==> src/rtl/float_sign_pkg.sv <==
// Shared definitions for the float sign unit: operation encodings and sign-bit helper.
package float_sign_pkg;

  typedef enum logic [2:0] {
    MODE_NEG      = 3'd0,
    MODE_ABS      = 3'd1,
    MODE_NABS     = 3'd2,
    MODE_COPYSIGN = 3'd3,
    MODE_ALT      = 3'd4,
    MODE_PASS     = 3'd5
  } mode_e;

  // Sign bit position of an IEEE-754 word of the given width.
  function automatic int sign_bit(input int data_w);
    return data_w - 1;
  endfunction

endpackage

==> src/rtl/float_sign_pipe.sv <==
// Delay line of LATENCY stages carrying {valid, data}; the valid bit
// (MSB) can be synchronously cleared in every stage at once.
module float_sign_pipe #(
  parameter int DW      = 33,
  parameter int LATENCY = 1
) (
  input  logic          clk,
  input  logic          rst,
  input  logic          clr_i,
  input  logic [DW-1:0] d_i,
  output logic [DW-1:0] q_o
);

  logic [DW-1:0] stage_q [LATENCY];
  logic [DW-1:0] stage_d [LATENCY];

  always_comb begin
    stage_d[0] = {d_i[DW-1] & ~clr_i, d_i[DW-2:0]};
    for (int i = 1; i < LATENCY; i++) begin
      stage_d[i] = {stage_q[i-1][DW-1] & ~clr_i, stage_q[i-1][DW-2:0]};
    end
  end

  always_ff @(posedge clk or posedge rst) begin
    if (rst) begin
      for (int i = 0; i < LATENCY; i++) begin
        stage_q[i] <= '0;
      end
    end else begin
      stage_q <= stage_d;
    end
  end

  assign q_o = stage_q[LATENCY-1];

endmodule

==> src/rtl/float_sign_unit.sv <==
// Versat functional unit applying a selectable sign operation to an IEEE-754
// word, with a pipelined output and a per-run saturating negative-result counter.
module float_sign_unit
  import float_sign_pkg::*;
#(
  parameter int DATA_W  = 32,
  parameter int LATENCY = 1,
  parameter int CNT_W   = 16
) (
  input  logic              clk,
  input  logic              rst,
  input  logic              running,
  input  logic              run,
  input  logic [DATA_W-1:0] in0,
  input  logic [DATA_W-1:0] in1,
  input  logic [2:0]        mode,
  output logic [DATA_W-1:0] out0,
  output logic [CNT_W-1:0]  negCount
);

  localparam int SB = sign_bit(DATA_W);

  logic              toggle_q, toggle_d;
  logic [CNT_W-1:0]  cnt_q, cnt_d;
  logic              sign_s;
  logic              valid_in;
  logic              valid_last;
  logic [DATA_W:0]   pipe_q;
  logic              unused_in1_mag;

  // Only the sign of in1 matters (COPYSIGN).
  assign unused_in1_mag = ^in1[SB-1:0];

  always_comb begin
    sign_s = in0[SB];
    case (mode_e'(mode))
      MODE_NEG:      sign_s = ~in0[SB];
      MODE_ABS:      sign_s = 1'b0;
      MODE_NABS:     sign_s = 1'b1;
      MODE_COPYSIGN: sign_s = in1[SB];
      MODE_ALT:      sign_s = in0[SB] ^ toggle_q;
      default:       sign_s = in0[SB];
    endcase
  end

  assign valid_in = running & ~run;

  float_sign_pipe #(
    .DW      (DATA_W + 1),
    .LATENCY (LATENCY)
  ) u_pipe (
    .clk   (clk),
    .rst   (rst),
    .clr_i (run),
    .d_i   ({valid_in, sign_s, in0[SB-1:0]}),
    .q_o   (pipe_q)
  );

  assign out0       = pipe_q[DATA_W-1:0];
  assign valid_last = pipe_q[DATA_W];

  always_comb begin
    toggle_d = toggle_q;
    if (run) begin
      toggle_d = 1'b0;
    end else if (running) begin
      toggle_d = ~toggle_q;
    end
  end

  // Clear on run wins over a same-cycle increment.
  always_comb begin
    cnt_d = cnt_q;
    if (run) begin
      cnt_d = '0;
    end else if (valid_last && out0[SB] && (cnt_q != '1)) begin
      cnt_d = cnt_q + CNT_W'(1);
    end
  end

  always_ff @(posedge clk or posedge rst) begin
    if (rst) begin
      toggle_q <= 1'b0;
      cnt_q    <= '0;
    end else begin
      toggle_q <= toggle_d;
      cnt_q    <= cnt_d;
    end
  end

  assign negCount = cnt_q;

endmodule

==> config.mk <==
export PLATFORM = sky130hd
export DESIGN_NAME = float_sign_unit
export DESIGN_NICKNAME = d
export VERILOG_FILES = /design/src/rtl/float_sign_pkg.sv /design/src/rtl/float_sign_pipe.sv /design/src/rtl/float_sign_unit.sv
export SDC_FILE = /design/constraint.sdc
export NUM_CORES = 1
export LEC_CHECK = 0
export BUFFER_PORTS_ARGS = -buffer_cell sky130_fd_sc_hd__buf_2
export CAP_MARGIN = 20
export CORE_MARGIN = 2
export CORE_UTILIZATION = 24
export CTS_CLUSTER_SIZE = 16
export DETAILED_ROUTE_END_ITERATION = 6
export HOLD_SLACK_MARGIN = 0.15
export SETUP_SLACK_MARGIN = 0.15
export SYNTH_ARGS = -nofsm -noshare
export SYNTH_HDL_FRONTEND = slang
export SYNTH_SLANG_ARGS = --single-unit
==> constraint.sdc <==
create_clock -name clk -period 1.5 [get_ports clk]
set_input_delay 0.225 -clock clk [delete_from_list [all_inputs] [get_ports clk]]
set_output_delay 0.225 -clock clk [all_outputs]
set_load 0.005 [all_outputs]
==> impl_metrics.toml <==
[logic_synthesis]
synth_cells = 177
yosysSeqAreaShare = 0.5935
synth_top_family_by_area = "simple AND/OR/NAND/NOR gates"
synth_seq_cells = 50
synth_edf_count = 0
yosysWarnings = 0
syn_area_per_cell_um2 = 11.91
syn_nets = 249
synth_xor_area_frac = 0.004154
synthMuxAreaShare = 0.03680
async_flop_share = 1.000
yosys.area_share.simple = 0.1418
synth_ff_type = "dfrtp_1"
post_synth_num_cell_types = 34
synth_compound_area_frac = 0.08427
syn_area_um2 = 2108
synthAdderAreaFrac = 0.005935

[routing]
drt_iter0_drc = 70
vias = 1748
wl_per_cell_um = 12.67
drt_wl_total_um = 5206
ant_nets = 0
vias_per_cell = 4.253
drt-pass1-iter-count = 4
drc = 0

[cells_and_area]
area_growth_pct = 56.08
fillCellCount = 845
antenna_cells = 0
drive_gt1_frac = 0.5446
mostFrequentLayoutCell = "buf_2"
layout_common_cells = "buf_2 (85), dfrtp_1 (49), dlygate4sd3_1 (34), buf_4 (27)"
fin_cells = 411
final_nets = 375

[timing]
fin_crit_sh = 1.008
tightestPinTransition_ns = 0.4992
final_max_slew_viol_count = 0
hold_viol = 0
period_minus_slack_ns = 1.512
max_freq_mhz = 661.3
fin_skew_ns = 0.008614
max-slew-margin-rel = 0.6672
setup_tns_ns = -0.02550
setup_violations = 3
setup_slack_ns = -0.01213
rsz0062_at_grt = "yes"

[global_route]
grtUsageTotal = 0.1097
grt_pass1_vias = 1823
antenna_found_initial = 0
grt_max_degree = 35
grt_pass1_wl_um = 8480
overflow = 0

[floorplanning]
start_util = 0.2441
die_x_um = 97.73
pin_count = 119
num_rows = 34
fp.dieH_um = 97.73
coreArea_um2 = 8636
die-area_um2 = 9550

[setup_path]
end_kind = "flip-flop"
critPathMaxFanout = 5
crit_chain = "buf_4 > and4_4 > nand3_1 > or4_1 > a21oi_2"
critPathLaunchType = "flip-flop"
crit_arrival_ns = 1.74
slowest_stage = "dfrtp_1"
slowest_delay_ns = 0.42
cp_top_family = "simple AND/OR/NAND/NOR gates"
required_ns = 1.73
worstPathBufferInverterCount = 1
crit_type = "flip-flop to flip-flop"

[clock_tree]
cts_tree = "done"
clock_latency_ns = 0.30
cts_made_buffers = 5
cts.sinks = 50
clock-root-buffer = "clkbuf_8"
htreeDepth = 2
clkTransAtPathRegs_ns = 0.09
cts_buffer_depth = 2

[power_and_ir_drop]
ir_drop_mv = 0.3468
p_per_area_nw_per_um2 = 813.5
power.static_leakage_nw = 1.591

[place]
portBuffers = 87
gp_congestion = 0.7649
place_ws_ns = -0.06489
hpwlAfterDp_um = 3428
place_inst = 363

[min_path]
hold_path.class = "input pin to flip-flop"

[status]
violations = "setup timing"
outcome = "complete, but fails checks"

[flow_run]
drv_cap = 0
==> timing repair <==
| item | CTS | global route |
|---|---|---|
| setup endpoints to repair | 16 | 18 |
| pin swaps | 7 | 5 |
| buffers inserted | 4 | 3 |
| hold buffers | 33 | 1 |
| endpoints found under the hold margin | 48 | 1 |
| gates cloned | 0 | 0 |
| gates resized for setup | 15 | 20 |
==> tightest hold or removal path: cells and delay by family <==
kind            cells  cell delay [ns]
buf+inv             1             0.09
compound gates      1             0.08
simple gates        1             0.04
==> cell usage after synthesis (2+ instances only) <==
library cell | count | area share
dfrtp_1 | 50 | 0.59
buf_4 | 32 | 0.11
a21oi_1 | 13 | 0.031
nor2_1 | 7 | 0.012
mux2_2 | 6 | 0.032
nand2_1 | 6 | 0.011
nor2b_1 | 6 | 0.018
inv_1 | 5 | 0.0089
nand3_1 | 5 | 0.012
nand4_1 | 5 | 0.015
or4_1 | 5 | 0.018
o21ai_0 | 4 | 0.0095
o31ai_1 | 4 | 0.014
o211ai_1 | 3 | 0.011
and3_1 | 2 | 0.0059
and4_1 | 2 | 0.0083
clkbuf_1 | 2 | 0.0036
nand2b_1 | 2 | 0.0059
nor3_1 | 2 | 0.0047
or3_1 | 2 | 0.0059
==> sequential cells by signal (all words and copies together), names as in the netlist <==
name	count
u_pipe.q_o	33
negCount	16
toggle_q	1
==> path summary, 6_finish.rpt <==
check / startpoint / endpoint / slack, ns / depth (start not counted)
max in group asynchronous: rst / negCount[1]$_DFFE_PP0P_ / 0.53 / 4
min: mode[1] / u_pipe.q_o[31]$_DFF_PP0_ / 0.19 / 3
max: negCount[0]$_DFFE_PP0P_ / negCount[11]$_DFFE_PP0P_ / -0.01 / 5
min in group asynchronous: rst / u_pipe.q_o[17]$_DFF_PP0_ / 0.47 / 3
min reg2reg: toggle_q$_DFFE_PP0P_ / toggle_q$_DFFE_PP0P_ / 0.56 / 2
max reg2reg: negCount[0]$_DFFE_PP0P_ / negCount[11]$_DFFE_PP0P_ / -0.01 / 5
==> area by class of cell <==
| type | instances | area, um^2 | area share |
|---|---|---|---|
| clock buffer | 6 | 82.58 | 0.02510 |
| clock inverter | 1 | 30.03 | 0.009125 |
| inverter | 5 | 25.02 | 0.007605 |
| multi-input combinational | 86 | 686.9 | 0.2087 |
| sequential | 50 | 1252 | 0.3806 |
| tap | 108 | 135.1 | 0.04106 |
| timing repair buffer | 155 | 1079 | 0.3278 |
==> per-stage QoR <==
stage | power (W) | hold slack [ns] | util | area (um^2)
floorplan | 0.001568 | 0.2564 | - | 2135
global placement | 0.001638 | 0.2464 | 0.3076 | 2656
detailed placement | 0.001645 | 0.2521 | 0.3076 | 2656
CTS | 0.002726 | 0.1572 | 0.3692 | 3188
global route | 0.002823 | 0.1785 | 0.3810 | 3291
finish | 0.002677 | 0.1856 | 0.3810 | 3291
==> routing by layer <==
metal | routed length [um] | vias up | track usage
li1 | - | 834 | -
met1 | 2173 | 842 | 0.1302
met2 | 2690 | 67 | 0.1968
met3 | 294 | 5 | 0.03094
met4 | 47 | 0 | 0.02564
met5 | 0 | - | 0
==> power breakdown <==
part	total (W)	leakage, nW	switching [W]	internal [W]
registers	0.00142	0.620	0.0000219	0.00140
clock network	0.000978	0.0573	0.000444	0.000534
logic	0.000279	0.914	0.000110	0.000169
==> logic make-up after synthesis <==
family,Yosys count
muxes,7
buffers and inverters,41
DFF,50
AOI/OAI and AO/OA,29
adders and majority gates,1
xor gates and xnor gates,1
and+or+nand+nor,48
Note: power is estimated with default switching activity, not from simulation.
